<file path="config.mk">
export PLATFORM = sky130hd
export DESIGN_NAME = switch_debounce_sync
export DESIGN_NICKNAME = d
export VERILOG_FILES = /design/src/rtl/switch_debounce_sync.sv
export SDC_FILE = /design/constraint.sdc
export NUM_CORES = 1
export LEC_CHECK = 0
export CORE_AREA = 2 2 124 126
export CTS_CLUSTER_DIAMETER = 200
export DETAILED_ROUTE_END_ITERATION = 8
export DIE_AREA = 0 0 126 128
export GPL_ROUTABILITY_DRIVEN = 1
export PLACE_DENSITY_LB_ADDON = 0.3
export SYNTH_ARGS = -nofsm -noshare
export SYNTH_HDL_FRONTEND = slang
export SYNTH_SLANG_ARGS = --single-unit
</file>
<file path="constraint.sdc">
create_clock -name CLK100MHZ -period 5.7 [get_ports CLK100MHZ]
set_input_delay 0.57 -clock CLK100MHZ [delete_from_list [all_inputs] [get_ports CLK100MHZ]]
set_output_delay 0.57 -clock CLK100MHZ [all_outputs]
set_load 0.1 [all_outputs]
</file>
<file path="src/rtl/switch_debounce_sync.sv">
// Slide-switch front end: 2-flop synchronizer, per-bit stability-count debouncer and rise/fall strobes.
// Optional macro SW_TOGGLE_EN adds a per-bit toggle latch driven by sw_rise; otherwise sw_toggle is 0.
module switch_debounce_sync #(
  parameter int N_SW          = 4,
  parameter int STABLE_CYCLES = 1_000_000
) (
  input  logic            CLK100MHZ,
  input  logic            rst,
  input  logic [N_SW-1:0] sw_raw,
  output logic [N_SW-1:0] sw_db,
  output logic [N_SW-1:0] sw_rise,
  output logic [N_SW-1:0] sw_fall,
  output logic [N_SW-1:0] sw_toggle
);

  localparam int CNT_W = $clog2(STABLE_CYCLES);
  localparam logic [CNT_W-1:0] CNT_MAX = CNT_W'(STABLE_CYCLES - 1);

  logic [N_SW-1:0]  sync_p0;
  logic [N_SW-1:0]  sync_p1;
  logic [CNT_W-1:0] cnt_p2 [N_SW];

  function automatic logic cnt_done(input logic [CNT_W-1:0] cnt);
    return (cnt == CNT_MAX);
  endfunction

  always_ff @(posedge CLK100MHZ) begin
    if (rst) begin
      sync_p0 <= '0;
      sync_p1 <= '0;
      sw_db   <= '0;
      sw_rise <= '0;
      sw_fall <= '0;
      for (int i = 0; i < N_SW; i++) cnt_p2[i] <= '0;
    end else begin
      // p0/p1: two-flop synchronizer, nothing in between
      sync_p0 <= sw_raw;
      sync_p1 <= sync_p0;
      // p2: stability counter; any agreeing cycle restarts the count
      for (int i = 0; i < N_SW; i++) begin
        if (sync_p1[i] == sw_db[i]) begin
          cnt_p2[i]  <= '0;
          sw_rise[i] <= 1'b0;
          sw_fall[i] <= 1'b0;
        end else if (cnt_done(cnt_p2[i])) begin
          cnt_p2[i]  <= '0;
          sw_db[i]   <= sync_p1[i];
          sw_rise[i] <= sync_p1[i];
          sw_fall[i] <= ~sync_p1[i];
        end else begin
          cnt_p2[i]  <= cnt_p2[i] + CNT_W'(1);
          sw_rise[i] <= 1'b0;
          sw_fall[i] <= 1'b0;
        end
      end
    end
  end

`ifdef SW_TOGGLE_EN
  always_ff @(posedge CLK100MHZ) begin
    if (rst) sw_toggle <= '0;
    else     sw_toggle <= sw_toggle ^ sw_rise;
  end
`else
  assign sw_toggle = '0;
`endif

endmodule

</file>
After elaboration in Yosys (flattened, before gate mapping) --
Memory sizes are Yosys's and may differ from the RTL's. Index checks and enable logic that the tools add are counted.
Word-level totals: register bits 20, RAM bits 80, bits of input ports 6, output and inout port bits 16, word-level logic and storage cells 117, memories 1
Cells by class: add/sub/neg operators 4, equal/unequal tests 8, muxes and demuxes 58, bitwise operators 24, reductions and logical operators 8
Memories:
- cnt_p2 | depth 4, width 20, rd ports 4, clocked after memory_dff 0, write ports 4, RTL line 21 | logic [CNT_W-1:0] cnt_p2 [N_SW];
Operator list (count):
- two-way mux 20 bit | 12
- adder 20 x 1 -> 20 bit, second input constant | 4
- equality test 20 bit, second input constant | 4
- two-way mux 1 bit | 46
- inverter 1 bit | 12
- bitwise OR 1 bit | 12
- OR reduction 3 bit | 4
- AND reduction 2 bit | 4
- equality test 1 bit | 4

Depth between registers and ports, before layout --
Gate-level depths: netlist of run 1. An unclocked memory read counts as a cell.
word-level depth 8, mapped depth 7, mapped depth without buffers 5

Worst setup path after synthesis of run 1 --
No wires, ideal clock.
path kind flip-flop to flip-flop, from mem cnt_p2[0][10] (netlist name), to mem cnt_p2[0][9] (netlist name), data pin, library setup time 0.254 ns, arrival 1.921 ns, required time 5.446 ns, slack 3.524 ns, cell stages (with the launch flop) 6, buffers on the path 1, clock period less this slack 2.176 ns, path through edfxtp_1 or4_1 or4_4 o21ai_4 buf_6 nor2_1
RTL lines (RTL line):
- from (decl) | 21

Final worst setup path of run 1 --
from reg sw_db[3], to out sw_db[3]
RTL lines:
- from (decl) | RTL line 10 | output logic [N_SW-1:0] sw_db,
- from (signal, indexed assignment) | RTL line 47 | sw_db[i] <= sync_p1[i];
No word-level cell between the ends.

==> results.py, run 1 <==
metrics = {
    "outcome": {
        "outcome": "finished, final reports clean",
    },
    "cts": {
        "cts_buffers": 9,
        "clkTransAtPathRegs_ps": 70,
        "clock_sinks": 100,
        "cts_max_level": 3,
        "cts_resized": 0,
        "ctsHoldBuffers": 0,
        "root_buffer": "clkbuf_16",
        "clock_latency_ps": 350,
        "post_cts_buffers": 0,
        "cts_buffer_depth": 2,
        "tritoncts": "built",
    },
    "sta": {
        "period_needed_ps": 2480,
        "fin_skew_ps": 7.43,
        "hold_ws_ps": 438,
        "max_freq_ghz": 0.403,
        "finalHoldViolCount": 0,
        "slew_headroom_pct": 35.1,
        "setup_violations": 0,
        "rsz0062_at_grt": "false",
        "maxSlewViolCount": 0,
        "worst-slew-pin-transition_ps": 970,
        "period_share_pct": 43.5,
        "fin_setup_tns_ps": 0,
    },
    "floorplan": {
        "rows": 45,
        "ios": 22,
        "dieWidth_microns": 126,
        "core_area_sq_um": 14900,
        "die_h_microns": 128,
        "fp.dieArea_sq_um": 16100,
        "start_util_pct": 34.5,
    },
    "finish": {
        "drive_gt1_share_pct": 4.90,
        "area_growth_pct": 18.3,
        "final_nets": 597,
        "most-common-layout-cells": "84 x conb_1, 80 x edfxtp_1, 60 x nor2_1",
        "final_common_cell": "conb_1",
        "fin_util_pct": 40.7,
        "n_fill_cell": 1478,
        "diodes": 0,
    },
    "global_routing": {
        "grt_pass1_vias": 3645,
        "grt_max_degree": 23,
        "antenna_found_initial": 0,
        "grt_pass1_wl_microns": 16500,
        "grt_overflow": 0,
        "grt_usage_pct": 12.7,
    },
    "routing": {
        "vias_per_cell": 4.86,
        "drc": 0,
        "avgRoutedWirePerCell_microns": 12.3,
        "wl_microns": 9560,
        "route.vias.total": 3790,
        "drtIter0Drc": 318,
        "firstDrtPassIters": 6,
        "postRouteAntennaNets": 0,
    },
    "synthesis": {
        "yosys_warnings": 0,
        "synth_top_area_cell": "edfxtp_1",
        "ys_seq_elements": 100,
        "synth_top_family_by_area": "simple AND/OR/NAND/NOR gates",
        "synthCells": 490,
        "yosysSeqAreaShare_pct": 54.7,
        "yosys.area_share.simple_pct": 26.1,
        "synth_xor_area_share_pct": 8.04,
        "synth_compound_area_share_pct": 7.26,
        "synth.avg_cell_area_sq_um": 10.5,
        "synth_top_cell_area_share_pct": 46.9,
        "synthMuxAreaShare_pct": 0,
        "synth.area.top_cells": "edfxtp_1 47%, dfxtp_1 7.8%, nor2_1 4.4%",
        "yosysUniqueCellTypes": 41,
        "yosys.area_share.adder_pct": 0.977,
        "synth_area_sq_um": 5120,
    },
    "power_and_ir_drop": {
        "irDropWorstVdd_mv": 0.139,
        "total_power_mw": 1.50,
        "p_leak_nw": 2.00,
        "power_density_nw_per_um2": 247,
    },
    "setup_path": {
        "rr_worst_depth": 5,
        "cpPeakStageDelay_ps": 1160,
        "path_depth": 1,
        "crit_type": "register to output pin",
        "end_kind": "output pin",
        "r2r-end": "cnt_p2[3][6]",
        "r2r_slack_ps": 3270,
        "critPathRequiredTime_ps": 5130,
        "worst-path-buf-inv": 1,
        "path_delay_family": "buffers and inverters",
        "crit_chain": "clkdlybuf4s50_1",
        "cp.arrival_ps": 1910,
        "crit_start": "sw_db[3]",
        "crit_path_end": "sw_db[3]",
        "r2r-start": "cnt_p2[3][2]",
        "cp_slowest_cell": "clkdlybuf4s50_1",
        "start_kind": "register",
        "cp_max_fo": 4,
    },
    "job": {
        "drv_cap": 0,
    },
    "placed_design": {
        "routabilityCongestion": 0.771,
        "io_buffers": 17,
        "dp_hpwl_microns": 6870,
    },
    "min_path": {
        "min_from": "sync_p0[3]",
        "hold_path.class": "register to register",
    },
}
-- metal layers --
metal	wire length [microns]	vias to the layer above	GRT usage [%]
li1	-	1924	-
met1	4550	1789	15.6
met2	4510	67	21.0
met3	372	10	3.96
met4	126	0	4.52
met5	0	-	0
-- through the flow --
| stage | setup slack [ps] | instance area, sq um | std cells |
|---|---|---|---|
| floorplan | 3520 | 5430 | 572 |
| global placement | 3350 | 5780 | 764 |
| detailed placement | 3270 | 5780 | 764 |
| CTS | 3190 | 6060 | 780 |
| global route | 3090 | 6060 | 780 |
| finish | 3220 | 6060 | 780 |
-- where the power goes --
group / leakage [nW] / switching, mW / internal, mW
combinational: 0.875 / 0.0462 / 0.0245
clock: 0.132 / 0.264 / 0.318
sequential: 0.988 / 0.0285 / 0.815
-- cells by family (layout without fill, tap and decap cells) --
| group | count (synthesis) | after routing |
|---|---|---|
| adder cells (fa/ha/maj) | 4 | 4 |
| flip-flops | 100 | 100 |
| AO/OA/AOI/OAI | 67 | 67 |
| buffers and inverters | 31 | 51 |
| AND/OR/NAND/NOR | 239 | 239 |
| other | 2 | 84 |
| XOR/XNOR | 47 | 47 |
-- cell type report --
cell class | count | area (sq um) | share of cell area, %
tap | 188 | 235 | 3.88
sequential | 100 | 2800 | 46.3
multi-input combinational | 441 | 2480 | 41.0
inverter | 14 | 52.6 | 0.868
clock buffer | 12 | 256 | 4.24
timing repair buffer | 21 | 200 | 3.31
clock inverter | 4 | 23.8 | 0.393
-- worst min path at each step --
stage	end	slack (ps)	cells past startpoint
floorplan	sync_p1[0]	410	1
global placement	sync_p1[3]	420	1
detailed placement	sync_p1[3]	430	1
CTS	sync_p1[3]	440	1
global route	sync_p1[3]	460	1
finish	sync_p1[3]	440	1
-- sequential cells by signal (all words and copies together), names as in the netlist --
register / flops
sw_fall: 4
sync_p0: 4
sw_db: 4
sw_rise: 4
cnt_p2: 80
sync_p1: 4
-- cell usage after synthesis (all sizes together) --
| master | instances |
|---|---|
| edfxtp | 80 |
| nor2 | 60 |
| a21oi | 33 |
| nand3 | 28 |
| xnor2 | 25 |
| o21ai | 24 |
| nand2 | 22 |
| xor2 | 22 |
| dfxtp | 20 |
| nand4 | 20 |
| or3 | 17 |
| or4 | 15 |
| inv | 14 |
| nor3 | 14 |
| and3 | 11 |
| o31ai | 10 |
| buf | 9 |
| nor2b | 9 |
| and4 | 8 |
| clkbuf | 8 |
| and2 | 6 |
| nand2b | 6 |
| nor4b | 6 |
| ha | 4 |
| nor4 | 4 |
| nand4b | 3 |
| or2 | 3 |
| conb | 2 |
| nand4bb | 2 |
| nor3b | 2 |
| nand3b | 1 |
| or3b | 1 |
| or4b | 1 |
Power figures use the tool's default switching activity.
==> run 2: changes to the inputs <==
==> constraint.sdc (replaced) <==
create_clock -name CLK100MHZ -period 2.57 [get_ports CLK100MHZ]
set_input_delay 0.257 -clock CLK100MHZ [delete_from_list [all_inputs] [get_ports CLK100MHZ]]
set_output_delay 0.257 -clock CLK100MHZ [all_outputs]
set_load 0.1 [all_outputs]
==> run 2 against run 1 <==
  * Register-to-register slack lost 3000 ps
  * Non-clock buffer count grew 5
  * Total power rose by 140%
  * Sequential share of layout area shrank 0.51 points
  * Setup slack got worse by 2900 ps
  * Clock skew is 1.6 ps lower
  * Routed wire length increased by 1.2%
  * Largest power group unchanged
==> results.py, run 2 (synthesized netlist as in run 1, its figures left out) <==
metrics = {
    "outcome": {
        "outcome": "finished, final reports clean",
    },
    "cts": {
        "clock_latency_ps": 350,
        "root_buffer": "clkbuf_16",
        "cts_resized": 0,
        "post_cts_buffers": 0,
        "cts_max_level": 3,
        "tritoncts": "built",
        "clkTransAtPathRegs_ps": 70,
        "clock_sinks": 100,
        "cts_buffer_depth": 2,
        "ctsHoldBuffers": 0,
        "cts_buffers": 9,
    },
    "finish": {
        "final_common_cell": "conb_1",
        "drive_gt1_share_pct": 7.87,
        "most-common-layout-cells": "84 x conb_1, 80 x edfxtp_1, 60 x nor2_1",
        "diodes": 0,
        "largest_register_ffs": 80,
        "design_area_sq_um": 6120,
        "final_nets": 602,
        "area_growth_pct": 19.6,
        "largest-register": "cnt_p2",
    },
    "floorplan": {
        "ios": 22,
        "core_area_sq_um": 14900,
        "start_util_pct": 34.5,
        "dieWidth_microns": 126,
        "fp.dieArea_sq_um": 16100,
        "rows": 45,
        "die_h_microns": 128,
    },
    "global_routing": {
        "grt_usage_pct": 13.0,
        "grt_max_degree": 20,
        "grt_pass1_wl_microns": 17000,
        "grt_pass1_vias": 3651,
        "antenna_found_initial": 0,
        "grt_overflow": 0,
    },
    "min_path": {
        "min_to": "sync_p1[0]",
        "min_from": "sync_p0[0]",
        "min_path_cells": 1,
        "hold_path.class": "register to register",
    },
    "setup_path": {
        "worst-path-buf-inv": 1,
        "crit_chain": "or4_1 > or4_4 > o21ai_4 > buf_4 > nor2_1",
        "crit_type": "register to register",
        "r2r_slack_ps": 320,
        "cp_max_fo": 19,
        "rr_worst_depth": 5,
        "cp_slowest_cell": "or4_1",
        "r2r-end": "cnt_p2[0][10]",
        "start_kind": "register",
        "path_delay_family": "simple AND/OR/NAND/NOR gates",
        "end_kind": "register",
        "cp.arrival_ps": 2350,
        "cpPeakStageDelay_ps": 560,
        "r2r-start": "cnt_p2[0][10]",
        "path_depth": 5,
        "critPathRequiredTime_ps": 2660,
    },
    "power_and_ir_drop": {
        "internal-power_mw": 2.82,
        "clock_power_share_pct": 43.2,
        "total_power_mw": 3.58,
        "seq_power_share_pct": 52.3,
        "p_sw_share_pct": 21.3,
        "p_leak_nw": 2.07,
        "switchingPower_mw": 0.761,
        "irDropWorstVdd_mv": 0.311,
        "power_density_nw_per_um2": 584,
        "comb_power_share_pct": 4.5,
    },
    "routing": {
        "avgRoutedWirePerCell_microns": 12.3,
        "wl_microns": 9670,
        "route.vias.total": 3755,
        "vias_per_cell": 4.78,
        "drtIter0Drc": 190,
        "firstDrtPassIters": 4,
        "postRouteAntennaNets": 0,
        "drc": 0,
    },
    "placed_design": {
        "routabilityCongestion": 0.783,
        "io_buffers": 17,
        "pre_cts_ws_ps": 303,
        "dpl_cell_area_sq_um": 5780,
        "dp_hpwl_microns": 7020,
    },
    "sta": {
        "fin_ws_ps": 319,
        "slew_headroom_pct": 62.3,
        "fin_setup_tns_ps": 0,
        "period_needed_ps": 2250,
        "setup_violations": 0,
        "rsz0062_at_grt": "false",
        "worst-slew-pin-transition_ps": 560,
        "maxSlewViolCount": 0,
        "finalHoldViolCount": 0,
        "fin_skew_ps": 5.84,
        "period_share_pct": 87.6,
        "max_freq_ghz": 0.444,
    },
    "job": {
        "drv_cap": 0,
    },
}
==> run 2: changes by cell type in the layout (fill, tap and decap cells not counted) <==
cell / delta
clkdlybuf4s50_1: -12
clkbuf_8: -2
buf_4: +17
clkinvlp_4: -1
bufinv_16: +3
clkinv_1: -1
inv_6: +1
==> run 2: power by group through the flow <==
| stage | combinational, mW | sequential (mW) | clock, mW |
|---|---|---|---|
| finish | 0.161 | 1.87 | 1.55 |
| global route | 0.184 | 1.88 | 1.66 |
| CTS | 0.159 | 1.87 | 1.60 |
| detailed placement | 0.157 | 1.91 | 0 |
| global placement | 0.156 | 1.90 | 0 |
| floorplan | 0.133 | 1.88 | 0 |
==> run 2: final cells by class <==
type / count / area, sq um
Fill cell: 1480 / 8740
Sequential cell: 100 / 2800
Multi-Input combinational cell: 441 / 2480
Tap cell: 188 / 235
Clock buffer: 10 / 229
Timing Repair Buffer: 26 / 208
Clock inverter: 6 / 111
Inverter: 14 / 52.6
==> run 2: routing by layer <==
metal / GRT usage (%) / up-vias / part of all wire, %
li1: - / 1937 / -
met1: 16.5 / 1755 / 46
met2: 21.3 / 51 / 49
met3: 2.42 / 12 / 2.9
met4: 6.79 / 0 / 1.9
met5: 0 / - / 0
==> run 2: worst max path at each step <==
| stage | slack, ps | startpoint | to |
|---|---|---|---|
| floorplan | 390 | cnt_p2[0][10] | cnt_p2[0][9] |
| global placement | 350 | cnt_p2[0][10] | cnt_p2[0][12] |
| detailed placement | 300 | cnt_p2[0][10] | cnt_p2[0][10] |
| finish | 320 | cnt_p2[0][10] | cnt_p2[0][10] |
| CTS | 300 | cnt_p2[0][10] | cnt_p2[0][10] |
| global route | 150 | cnt_p2[2][13] | cnt_p2[2][9] |
==> run 2: per-stage QoR <==
stage	hold WS (ps)	cells	util (%)
final	450	785	41.2
after global routing	475	785	41.2
after CTS	445	785	41.2
after detailed placement	440	769	38.9
after global placement	445	769	38.9
after floorplan	385	572	-
==> run 3: changes to the inputs <==
--- a/config.mk
+++ b/config.mk
@@ -5,10 +5,10 @@
 export SDC_FILE = /design/constraint.sdc
 export NUM_CORES = 1
 export LEC_CHECK = 0
-export CORE_AREA = 2 2 124 126
+export CORE_AREA = 2 2 102 154
 export CTS_CLUSTER_DIAMETER = 200
 export DETAILED_ROUTE_END_ITERATION = 8
-export DIE_AREA = 0 0 126 128
+export DIE_AREA = 0 0 104 156
 export GPL_ROUTABILITY_DRIVEN = 1
 export PLACE_DENSITY_LB_ADDON = 0.3
 export SYNTH_ARGS = -nofsm -noshare
==> run 3 against run 2 <==
  * Register-to-register slack hardly changed
  * Setup slack worse by 6.5 ps
  * Sequential share of layout area is 0.25 points higher
  * Critical path depth stayed put
  * Core utilization is 0.23 points lower
  * Total power is 4.9% lower
  * Global-route usage is 0.35 points lower
  * Design area is 0.55% lower
  * Critical path type unchanged
==> results.py, run 3 (synthesized netlist as in run 1, its figures left out) <==
metrics = {
    "sta": {
        "period_share_pct": 87.8,
        "fin_setup_tns_ps": 0,
        "finalHoldViolCount": 0,
        "slew_headroom_pct": 65.7,
        "rsz0062_at_grt": "false",
        "fin_skew_ps": 10.0,
        "max_freq_ghz": 0.443,
        "maxSlewViolCount": 0,
        "setup_violations": 0,
        "worst-slew-pin-transition_ps": 510,
        "period_needed_ps": 2260,
    },
    "placed_design": {
        "dp_hpwl_microns": 7210,
        "dp_cells": 779,
        "routabilityCongestion": 0.750,
        "io_buffers": 17,
        "dpl_cell_area_sq_um": 5790,
    },
    "finish": {
        "final_nets": 601,
        "fin_util_pct": 41.0,
        "design_area_sq_um": 6090,
        "area_growth_pct": 18.9,
        "diodes": 0,
        "n_fill_cell": 1485,
        "final_common_cell": "conb_1",
        "most-common-layout-cells": "84 x conb_1, 80 x edfxtp_1, 60 x nor2_1",
        "largest_register_ffs": 80,
        "stdcell_count": 795,
        "largest-register": "cnt_p2",
        "drive_gt1_share_pct": 7.72,
    },
    "setup_path": {
        "cp_max_fo": 19,
        "r2r_slack_ps": 310,
        "crit_path_end": "cnt_p2[0][14]",
        "cp.arrival_ps": 2340,
        "rr_worst_depth": 5,
        "start_kind": "register",
        "critPathRequiredTime_ps": 2660,
        "cpPeakStageDelay_ps": 560,
        "cp_slowest_cell": "or4_1",
        "r2r-start": "cnt_p2[0][10]",
        "end_kind": "register",
        "crit_start": "cnt_p2[0][10]",
        "crit_type": "register to register",
        "r2r-end": "cnt_p2[0][14]",
        "crit_chain": "or4_1 > or4_4 > o21ai_4 > buf_4 > nor2_1",
    },
    "power_and_ir_drop": {
        "clock_power_share_pct": 40.4,
        "internal-power_mw": 2.64,
        "seq_power_share_pct": 54.9,
        "total_power_mw": 3.40,
        "switchingPower_mw": 0.760,
        "p_sw_share_pct": 22.3,
        "comb_power_share_pct": 4.7,
        "power_density_nw_per_um2": 559,
        "irDropWorstVdd_mv": 0.288,
        "p_leak_nw": 2.06,
    },
    "global_routing": {
        "grtUsageMet3_pct": 2.76,
        "grt_pass1_wl_microns": 16800,
        "met1_usage_pct": 13.9,
        "antenna_found_initial": 0,
        "busiest_layer": "met2",
        "grt_pass1_vias": 3734,
        "grt_use_met2_pct": 23.9,
        "grt_overflow": 0,
        "grt_usage_pct": 12.7,
        "grt_max_degree": 20,
    },
    "cts": {
        "ctsHoldBuffers": 0,
        "tritoncts": "built",
        "cts_resized": 0,
        "clock_latency_ps": 340,
        "cts_buffers": 9,
        "clock_sinks": 100,
        "cts_max_level": 3,
        "root_buffer": "clkbuf_16",
        "cts_buffer_depth": 2,
        "clkTransAtPathRegs_ps": 70,
        "post_cts_buffers": 0,
    },
    "job": {
        "drv_cap": 0,
    },
    "routing": {
        "postRouteAntennaNets": 0,
        "wl_microns": 9710,
        "drc": 0,
        "drtIter0Drc": 131,
        "vias_per_cell": 4.69,
        "route.vias.total": 3732,
        "avgRoutedWirePerCell_microns": 12.2,
        "firstDrtPassIters": 4,
    },
    "floorplan": {
        "dieWidth_microns": 104,
        "rows": 55,
        "core_area_sq_um": 14900,
        "start_util_pct": 34.5,
        "ios": 22,
        "fp.dieArea_sq_um": 16200,
        "die_h_microns": 156,
    },
    "min_path": {
        "hold_path.class": "register to register",
    },
    "outcome": {
        "outcome": "finished, final reports clean",
    },
}
run 3: metrics by stage:
stage               setup slack (ps)  hold slack [ps]
floorplan                        394              385
global placement                 371              430
detailed placement               316              435
CTS                              312              451
global route                     250              473
finish                           312              450
run 3: worst max-delay path, delay by kind of cell, from the launching register on:
kind            cells  cell delay (ps)
buf+inv             1              240
compound gates      1              130
flops               1              450
simple gates        3             1200
run 3: area by class of cell:
class                      instances  area [sq um]  share of cell area [%]
clock buffer                      10           239                    3.92
clock inverter                     6          61.3                    1.01
inverter                          14          52.6                   0.863
multi-input combinational        441          2480                    40.8
sequential                       100          2800                    46.0
tap                              199           249                    4.09
timing repair buffer              25           200                    3.29
run 3: power groups by stage:
stage               Clock [mW]  Combinational [mW]  Sequential [mW]
global placement             0               0.154             1.90
detailed placement           0               0.156             1.91
global route              1.48               0.182             1.88
finish                    1.37               0.159             1.87
CTS                       1.41               0.157             1.87
floorplan                    0               0.133             1.88
run 3: worst min-delay path by stage:
| stage | end | depth (start not counted) | slack (ps) | start |
|---|---|---|---|---|
| floorplan | sync_p0[0] | 1 | 390 | sw_raw[0] |
| global placement | sync_p1[1] | 1 | 430 | sync_p0[1] |
| detailed placement | sync_p1[0] | 1 | 440 | sync_p0[0] |
| CTS | sync_p1[0] | 1 | 450 | sync_p0[0] |
| global route | sync_p1[0] | 1 | 470 | sync_p0[0] |
| finish | sync_p1[0] | 1 | 450 | sync_p0[0] |
run 3: routing by layer:
metal / part of all wire, % / vias to the layer above
li1: - / 1932
met1: 44 / 1760
met2: 53 / 34
met3: 2.5 / 6
met4: 1.0 / 0
met5: 0 / -
